**src/rtl/rr_onehot_arbiter_if.sv**
```systemverilog
//==============================================================================
// Module      : rr_onehot_arbiter_if
// Description : Request/grant bundle for the 8-way round-robin arbiter.
//               Optional macro RR_ARB_MASK_EN adds the req_mask signal.
// Revision    : 1.0 - initial release
//==============================================================================
`default_nettype none

interface rr_onehot_arbiter_if;
  logic [7:0] req;
`ifdef RR_ARB_MASK_EN
  logic [7:0] req_mask;
`endif
  logic [7:0] gnt;
  logic [2:0] gnt_code;
  logic       gnt_valid;
  logic       hold_expired;

  // Requester side: drives requests, observes grants.
  modport master (
    output req,
`ifdef RR_ARB_MASK_EN
    output req_mask,
`endif
    input  gnt,
    input  gnt_code,
    input  gnt_valid,
    input  hold_expired
  );

  // Arbiter side: observes requests, drives grants.
  modport slave (
    input  req,
`ifdef RR_ARB_MASK_EN
    input  req_mask,
`endif
    output gnt,
    output gnt_code,
    output gnt_valid,
    output hold_expired
  );
endinterface

`default_nettype wire

```
**src/rtl/rr_onehot_arbiter.sv**
```systemverilog
//==============================================================================
// Module      : rr_onehot_arbiter
// Description : 8-way round-robin arbiter with registered one-hot grant,
//               binary grant code, hold-time limit and a mandatory dead cycle
//               between grants. Optional macro RR_ARB_MASK_EN enables the
//               per-requester req_mask input.
// Revision    : 1.0 - initial release
//==============================================================================
`default_nettype none

module rr_onehot_arbiter #(
  parameter int unsigned MAX_HOLD = 16,  // 0 = unlimited ownership
  parameter int unsigned HOLD_W   = 16   // 2**HOLD_W must exceed MAX_HOLD
) (
  input  wire logic            clk,
  input  wire logic            rst_n,
  rr_onehot_arbiter_if.slave   bus
);

  typedef enum logic [0:0] {
    S_IDLE  = 1'b0,
    S_GRANT = 1'b1
  } state_t;

  localparam logic [HOLD_W-1:0] c_max_hold = HOLD_W'(MAX_HOLD);
  localparam bit                c_limited  = (MAX_HOLD != 0);

  state_t              r_state;
  logic [2:0]          r_ptr;
  logic [HOLD_W-1:0]   r_hold_cnt;
  logic [7:0]          r_gnt;
  logic [2:0]          r_code;
  logic                r_valid;
  logic                r_expired;

  state_t              w_state_nxt;
  logic [2:0]          w_ptr_nxt;
  logic [HOLD_W-1:0]   w_hold_nxt;
  logic [7:0]          w_gnt_nxt;
  logic [2:0]          w_code_nxt;
  logic                w_valid_nxt;
  logic                w_expired_nxt;

  logic [7:0]          w_req_eff;
  logic                w_found;
  logic [2:0]          w_winner;
  logic                w_rel_a;
  logic                w_rel_b;

`ifdef RR_ARB_MASK_EN
  assign w_req_eff = bus.req & bus.req_mask;
`else
  assign w_req_eff = bus.req;
`endif

  // Owner dropped its (enabled) request, or used up its hold allowance.
  assign w_rel_a = ~w_req_eff[r_code];
  assign w_rel_b = c_limited && (r_hold_cnt == c_max_hold);

  // Rotating priority search: ptr+1 first, wrapping, ptr itself last.
  always_comb begin
    w_found  = 1'b0;
    w_winner = r_ptr;
    for (int i = 1; i <= 8; i++) begin
      if (!w_found && w_req_eff[3'(r_ptr + 3'(i))]) begin
        w_found  = 1'b1;
        w_winner = 3'(r_ptr + 3'(i));
      end
    end
  end

  // Next-state and next-output logic for the IDLE/GRANT controller.
  always_comb begin
    w_state_nxt   = r_state;
    w_ptr_nxt     = r_ptr;
    w_hold_nxt    = r_hold_cnt;
    w_gnt_nxt     = r_gnt;
    w_code_nxt    = r_code;
    w_valid_nxt   = r_valid;
    w_expired_nxt = 1'b0;

    unique case (r_state)
      S_IDLE: begin
        if (w_found) begin
          w_state_nxt = S_GRANT;
          w_gnt_nxt   = 8'(1) << w_winner;
          w_code_nxt  = w_winner;
          w_valid_nxt = 1'b1;
          w_hold_nxt  = HOLD_W'(1);
        end
      end
      S_GRANT: begin
        if (w_rel_a || w_rel_b) begin
          // Break before make: always pass through IDLE with gnt low.
          w_state_nxt   = S_IDLE;
          w_gnt_nxt     = 8'h00;
          w_valid_nxt   = 1'b0;
          w_ptr_nxt     = r_code;
          // A voluntary release in the last allowed cycle is not a timeout.
          w_expired_nxt = w_rel_b && !w_rel_a;
        end else if (r_hold_cnt != {HOLD_W{1'b1}}) begin
          w_hold_nxt = r_hold_cnt + 1'b1;
        end
      end
      default: begin
        w_state_nxt = S_IDLE;
      end
    endcase
  end

  // State and output registers; reset drops the grant without a clock.
  always_ff @(posedge clk or negedge rst_n) begin
    if (!rst_n) begin
      r_state    <= S_IDLE;
      r_ptr      <= 3'd7;
      r_hold_cnt <= '0;
      r_gnt      <= 8'h00;
      r_code     <= 3'd0;
      r_valid    <= 1'b0;
      r_expired  <= 1'b0;
    end else begin
      r_state    <= w_state_nxt;
      r_ptr      <= w_ptr_nxt;
      r_hold_cnt <= w_hold_nxt;
      r_gnt      <= w_gnt_nxt;
      r_code     <= w_code_nxt;
      r_valid    <= w_valid_nxt;
      r_expired  <= w_expired_nxt;
    end
  end

  assign bus.gnt          = r_gnt;
  assign bus.gnt_code     = r_code;
  assign bus.gnt_valid    = r_valid;
  assign bus.hold_expired = r_expired;

endmodule

`default_nettype wire

```
**src/flat_wrapper.sv**
```systemverilog
// flat-port wrapper written by rule: the top's interface ports become plain ports
module rr_onehot_arbiter_flat 
#(
  parameter int unsigned MAX_HOLD = 16,                            
  parameter int unsigned HOLD_W   = 16                                    
)
  (clk, rst_n, bus_req, bus_gnt, bus_gnt_code, bus_gnt_valid, bus_hold_expired);
  rr_onehot_arbiter_if bus_i ();
  input  wire logic clk;
  input  wire logic rst_n;
  input wire logic [$bits(bus_i.req)-1:0] bus_req;
  output wire logic [$bits(bus_i.gnt)-1:0] bus_gnt;
  output wire logic [$bits(bus_i.gnt_code)-1:0] bus_gnt_code;
  output wire logic [$bits(bus_i.gnt_valid)-1:0] bus_gnt_valid;
  output wire logic [$bits(bus_i.hold_expired)-1:0] bus_hold_expired;
  assign bus_i.req = bus_req;
  assign bus_gnt = bus_i.gnt;
  assign bus_gnt_code = bus_i.gnt_code;
  assign bus_gnt_valid = bus_i.gnt_valid;
  assign bus_hold_expired = bus_i.hold_expired;
  rr_onehot_arbiter #(.MAX_HOLD(MAX_HOLD), .HOLD_W(HOLD_W)) u_core (.clk(clk), .rst_n(rst_n), .bus(bus_i));
endmodule
```
**config.mk**
```make
export PLATFORM = sky130hd
export DESIGN_NAME = rr_onehot_arbiter_flat
export DESIGN_NICKNAME = d
export VERILOG_FILES = /design/src/rtl/rr_onehot_arbiter_if.sv /design/src/rtl/rr_onehot_arbiter.sv /design/src/flat_wrapper.sv
export SDC_FILE = /design/constraint.sdc
export NUM_CORES = 1
export LEC_CHECK = 0
export ABC_CLOCK_PERIOD_IN_PS = 6370
export BUFFER_PORTS_ARGS = -buffer_cell sky130_fd_sc_hd__buf_2
export CORE_ASPECT_RATIO = 0.8
export CORE_MARGIN = 1
export CORE_UTILIZATION = 38
export DETAILED_ROUTE_END_ITERATION = 8
export PLACE_DENSITY = 0.54
export SETUP_SLACK_MARGIN = 0.3
export SLEW_MARGIN = 10
export SYNTH_ARGS = -nofsm -noshare
export SYNTH_HDL_FRONTEND = slang
export SYNTH_SLANG_ARGS = --single-unit
```
**constraint.sdc**
```tcl
create_clock -name clk -period 6.37 [get_ports clk]
set_clock_uncertainty 0.15 [all_clocks]
set_input_delay 0.9555 -clock clk [delete_from_list [all_inputs] [get_ports clk]]
set_output_delay 0.9555 -clock clk [all_outputs]
set_load 0.01 [all_outputs]
```
## Word-level counts from Yosys, hierarchy flattened

Index checks and enable logic that the tools add are counted.

| storage, ports and cells | value |
|---|---|
| register bits | 33 |
| output and inout bits | 13 |
| input bits | 10 |

| cells by class | value |
|---|---|
| reductions and logical operators | 20 |
| bitwise logic cells | 2 |
| muxes and demuxes | 49 |
| shifts and indexed selects | 1 |
| eq/ne operators | 6 |
| order comparisons | 9 |
| add/sub/neg operators | 8 |

Operators by type and width:

| cell | count |
|---|---|
| $mux W16 | 3 |
| $lt A3 B4 Y1 const B | 9 |
| $pmux W16 S2 | 1 |
| $bmux W1 S3 | 9 |
| $mux W3 | 8 |
| $mux W1 | 23 |
| $add A16 B1 Y16 const B | 1 |
| $eq A16 B5 Y1 const B | 1 |
| $mux W8 | 2 |
| $ne A16 B16 Y1 const B | 1 |
| $pmux W8 S2 | 1 |
| $add A3 B3 Y3 const B | 4 |
| $logic_and A1 B1 Y1 | 8 |
| $shl A1 B3 Y8 const A | 1 |
| $logic_not A1 Y1 | 7 |
| $add A3 B2 Y3 const B | 2 |
| $ne A2 B2 Y1 const B | 3 |
| $reduce_and A2 Y1 | 3 |
| $pmux W1 S2 | 2 |
| $add A3 B1 Y3 const B | 1 |
| $reduce_and A3 Y1 | 1 |
| $ne A2 B1 Y1 const B | 1 |
| $not A1 Y1 | 2 |
| $logic_or A1 B1 Y1 | 1 |

## Longest topological paths before layout

| depth | value |
|---|---|
| depth in word-level cells | 28 |
| mapped depth | 14 |
| depth with buffers taken out | 10 |

## Worst setup path before layout

No wires, ideal clock.

| timing path | value |
|---|---|
| kind | flip-flop to flip-flop |
| from | register u_core.r_ptr[1] |
| to | register u_core.r_gnt[2], in the netlist u_core.bus.gnt[2] |
| path buffers | 3 |
| slack | 2.441 ns |
| period minus slack after synthesis | 3.929 ns |
| stages on the path, launching flop included | 14 |
| setup time | 0.095 ns |
| data arrival time | 3.683 ns |
| data required time | 6.125 ns |
| cell sequence | dfstp_2 > buf_2 > buf_2 > inv_1 > ha_1 > buf_2 > mux2_4 > mux2_2 > o221a_2 > a221oi_1 > nor4_1 > or4_4 > a22o_1 > o31ai_1 |

| between the ends | value |
|---|---|
| word-level cells in the longest chain between the ends | 28 |
| elaborated cells on any way between the ends | 58 |
| those cells by class | add/sub: 7; eq/ne: 1; shift: 1; mux: 34; reduce/logical: 15 |

RTL lines:

| what | RTL line | source |
|---|---|---|
| from (decl) | rr_onehot_arbiter.sv:29 | `logic [2:0] r_ptr;` |
| from (signal assigned) | rr_onehot_arbiter.sv:123 | `r_ptr <= w_ptr_nxt;` |
| $add A3 B1 Y3 | rr_onehot_arbiter.sv:65, rr_onehot_arbiter.sv:67 |  |
| $bmux W1 S3 | rr_onehot_arbiter.sv:65 | `if (!w_found && w_req_eff[3'(r_ptr + 3'(i))]) begin` |
| $mux W1 (implied by the code) | rr_onehot_arbiter.sv:65 |  |
| $mux W1 | rr_onehot_arbiter.sv:65 |  |
| $logic_not A1 Y1 | rr_onehot_arbiter.sv:65 |  |
| $logic_and A1 B1 Y1 | rr_onehot_arbiter.sv:65 |  |
| $mux W1 | rr_onehot_arbiter.sv:65 |  |
| $logic_not A1 Y1 | rr_onehot_arbiter.sv:65 |  |
| [12 not listed] | -- |  |
| $logic_and A1 B1 Y1 | rr_onehot_arbiter.sv:65 |  |
| $mux W1 | rr_onehot_arbiter.sv:65 |  |
| $logic_not A1 Y1 | rr_onehot_arbiter.sv:65 |  |
| $logic_and A1 B1 Y1 | rr_onehot_arbiter.sv:65 |  |
| $mux W3 | rr_onehot_arbiter.sv:65 |  |
| $shl A1 B3 Y8 | rr_onehot_arbiter.sv:86 | `w_gnt_nxt = 8'(1) << w_winner;` |
| $mux W8 | rr_onehot_arbiter.sv:84 | `if (w_found) begin` |
| $pmux W8 S2 | rr_onehot_arbiter.sv:82 | `unique case (r_state)` |
| to (signal assigned) | rr_onehot_arbiter.sv:125 | `r_gnt <= w_gnt_nxt;` |
| to (decl) | rr_onehot_arbiter.sv:31 | `logic [7:0] r_gnt;` |

Several ways; a longest one is shown, not always the timed one. The select of a mux whose other input is x is not followed.
A chain may end at the register's enable or synchronous reset.

## Final worst setup path

| timing path | value |
|---|---|
| from | register u_core.r_ptr[0] |
| to | register u_core.r_code[0], in the netlist u_core.bus.gnt_code[0] |

| between the ends | value |
|---|---|
| word-level cells in the longest chain between the ends | 26 |
| elaborated cells on any way between the ends | 54 |
| those cells by class | add/sub: 7; mux: 32; reduce/logical: 15 |

RTL lines:

| what | RTL line | source |
|---|---|---|
| $add A3 B1 Y3 | rr_onehot_arbiter.sv:65, rr_onehot_arbiter.sv:67 |  |
| $bmux W1 S3 | rr_onehot_arbiter.sv:65 |  |
| $mux W1 (implied by the code) | rr_onehot_arbiter.sv:65 |  |
| $mux W1 | rr_onehot_arbiter.sv:65 |  |
| $logic_not A1 Y1 | rr_onehot_arbiter.sv:65 |  |
| $logic_and A1 B1 Y1 | rr_onehot_arbiter.sv:65 |  |
| $mux W1 | rr_onehot_arbiter.sv:65 |  |
| $logic_not A1 Y1 | rr_onehot_arbiter.sv:65 |  |
| [10 not listed] | -- |  |
| $mux W1 | rr_onehot_arbiter.sv:65 |  |
| $logic_not A1 Y1 | rr_onehot_arbiter.sv:65 |  |
| $logic_and A1 B1 Y1 | rr_onehot_arbiter.sv:65 |  |
| $mux W1 | rr_onehot_arbiter.sv:65 |  |
| $logic_not A1 Y1 | rr_onehot_arbiter.sv:65 |  |
| $logic_and A1 B1 Y1 | rr_onehot_arbiter.sv:65 |  |
| $mux W1 | rr_onehot_arbiter.sv:65 |  |
| $reduce_and A2 Y1 (no line) | -- |  |
| to (signal assigned) | rr_onehot_arbiter.sv:126 | `r_code <= w_code_nxt;` |
| to (decl) | rr_onehot_arbiter.sv:32 | `logic [2:0] r_code;` |

Several ways; a longest one is shown, not always the timed one. The select of a mux whose other input is x is not followed.

==> results.ini <==
[floorplanning]
std_cell_rows=26
core_um2=6540
io_pins=23
die-area_um2=7290
fp.dieH_um=76.6
die_w_um=95.2
initial_core_util_pct=40.4

[clocking]
cts.sinks=33
cts_tree=done
clk_latency_ns=0.28
path_clk_slew_ns=0.07
clk_path_buf_depth=2
cts_resized=0
numCtsBuffers=5
cts_setup_buffers=0
holdBufCountCts=0
cts-root-buf=clkbuf_8
cts_htree_levels=2

[synth]
synth_top_area_share_pct=28.4
synth_ff_type=dfrtp_1
yosys.area.top_type=dfrtp_1
synthesis.nets=298
ys_warn_count=0
synthArstFlopShare_pct=100
synth_area_um2=2640
syn_area_per_cell_um2=9.30
synth_seq_cells=33
synth_edf_count=0
synth.distinct_cells=60
synthTopCellsByArea=dfrtp_1 (28%), mux4_2 (8.5%), xor2_1 (4.6%)
yosysSeqAreaShare_pct=31.4
syn_inst=284

[placement]
post-place-ws_ns=1.89
portBuffers=22
placed_area_um2=2800
dp_hpwl_mm=4.77
gp_congestion=0.892

[routing]
drc=0
drt_iter0_drc=130
routed_via_density=5.98
ant_nets=0
first_pass_iters=6
routedWlPerCell_um=17.5
vias=2303
finalWirelength_mm=6.72

[power_and_ir_drop]
netSwitchingFraction_pct=49.7
power_switching_uw=821
intPower_uw=832
ir_drop_uv=233
p_per_area_nw_per_um2=569
p_total_mw=1.65
p_comb_share_pct=66.4
seqPwrFrac_pct=23.1
p_leak_nw=1.25
clkPwrFrac_pct=10.5

[global_routing]
grt_pass1_wl_mm=11.4
grt_max_degree=34
grt_overflow=0
grt.total_usage_pct=19.9
antenna_found_initial=0
first_global_vias=2088

[sta]
finalMaxSlewViolations=0
slew_headroom_pct=42.1
worst_pin_slew_ns=0.865
hold_viol=0
worst_slack_ns=1.80
finalSetupViolCount=0
rsz0062_at_grt=no
finalCritPeriodShare_pct=71.7
setup_tns_ns=0
fin_crit_ns=4.57
max_freq_ghz=0.219

[cells_and_area]
area_delta_synth_final_pct=10.0
nNetsFinal=314
n_fill_cell=641
fin_util_pct=44.4
final-seq-area_um2=830
diodes=0
drive_gt1_share_pct=19.9
fin_area_um2=2910
multi_input_area_um2=1710

[critical_path]
criticalPathCategory=flop to flop
worstPathArrival_ns=4.54
end_kind=flop
worstPathRequired_ns=6.34
crit_path_start_kind=flop
worstPathCellList=inv_1 > ha_1 > mux2_2 > mux2_2 > o221ai_1 > nand2_1 > or3_1 > o211a_1 > mux2i_1 > o21ai_0
slowest_stage=dfstp_2
cp_max_fo=29
path_common_cell=mux2_2
max_stage_delay_ns=0.91

[status]
status=complete, no violations

[run]
maxCapViolations=0

[worst_hold_path]
min_path_type=flop to flop

-- critical path, delay by kind of cell, from the launching register on --
family | cells | cell delay, ns
mux | 3 | 1.14
buf+inv | 1 | 0.23
flops | 1 | 0.91
compound gates | 3 | 0.83
fa+ha+maj | 1 | 0.65
simple gates | 2 | 0.49
-- worst paths after layout --
| check | from | end | slack, ns | cells after the start |
|---|---|---|---|---|
| setup / recovery | u_core.r_ptr[0] | u_core.bus.gnt_code[0] | 1.80 | 10 |
| hold / removal | u_core.bus.gnt[0] | u_core.bus.gnt[0] | 0.32 | 2 |
| setup reg to reg | u_core.r_ptr[0] | u_core.bus.gnt_code[0] | 1.80 | 10 |
| hold reg to reg | u_core.bus.gnt[0] | u_core.bus.gnt[0] | 0.32 | 2 |
| max in group asynchronous | rst_n | u_core.bus.hold_expired | 5.03 | 1 |
| min in group asynchronous | rst_n | u_core.bus.gnt[0] | 0.58 | 1 |
-- cell usage in the layout (no fill, tap or decap), drive strengths merged, types with 8 or more instances in the layout --
master / Yosys / final
dfrtp: 30 / 30
nor2: 25 / 25
buf: 8 / 23
nand2: 16 / 16
xor2: 14 / 14
a21oi: 13 / 13
nand3: 13 / 13
mux2i: 11 / 11
o21ai: 11 / 11
inv: 10 / 10
mux4: 10 / 10
mux2: 9 / 9
o31ai: 8 / 8
-- through the flow --
stage	hold slack, ns	cells
6_report	0.322	385
5_1_grt	0.359	385
4_1_cts	0.326	385
3_5_place_dp	0.310	377
3_3_place_gp	0.321	377
2_1_floorplan	0.367	284
-- sequential cells by signal (all words and copies together) (netlist names) --
name                     count
u_core.r_hold_cnt           16
u_core.bus.gnt               8
u_core.bus.hold_expired      1
u_core.bus.gnt_valid         1
u_core.bus.gnt_code          3
u_core.r_ptr                 3
u_core.r_state               1
-- routing by layer --
layer | up-vias | part of all wire [%] | global-route usage [%]
li1 | 1108 | - | -
met1 | 1111 | 52 | 33.3
met2 | 84 | 40 | 25.8
met3 | 0 | 7.9 | 4.19
met4 | 0 | 0 | 3.03
met5 | - | 0 | 0
-- power groups by stage --
stage | clock [mW] | combinational [mW] | sequential, mW
after detailed placement | 0 | 1.08 | 0.387
after global routing | 0.191 | 1.20 | 0.398
final | 0.174 | 1.10 | 0.382
after CTS | 0.179 | 1.08 | 0.382
after global placement | 0 | 1.09 | 0.386
after floorplan | 0 | 0.892 | 0.315
-- cell type report --
| class | count | share of cell area (%) |
|---|---|---|
| inverter | 10 | 1.29 |
| clock inverter | 1 | 0.172 |
| timing repair buffer | 23 | 4.05 |
| multi-input combinational | 227 | 59.0 |
| tap | 84 | 3.62 |
| clock buffer | 7 | 3.32 |
| sequential | 33 | 28.6 |
-- logic make-up after synthesis --
kind of cell | after synthesis | synth area share [%]
AND/OR/NAND/NOR | 108 | 21.9
AO/OA/AOI/OAI | 69 | 18.9
flip-flops | 33 | 31.4
multiplexers | 30 | 16.7
buffers and inverters | 24 | 3.70
XOR/XNOR | 16 | 5.59
adder cells (fa/ha/maj) | 4 | 1.89
-- cell usage after synthesis (all sizes together) (6+ instances only) --
cell and number:
xor2 14, nor2 25, inv 10, mux2i 11
clkbuf 6, dfrtp 30, and3 7, nand4 7
mux2 9, mux4 10, o21ai 11, a21oi 13
a211oi 7, nand3 13, o31ai 8, buf 8
nor2b 7, nand2 16
No activity file was read; power rests on OpenSTA's default activity.
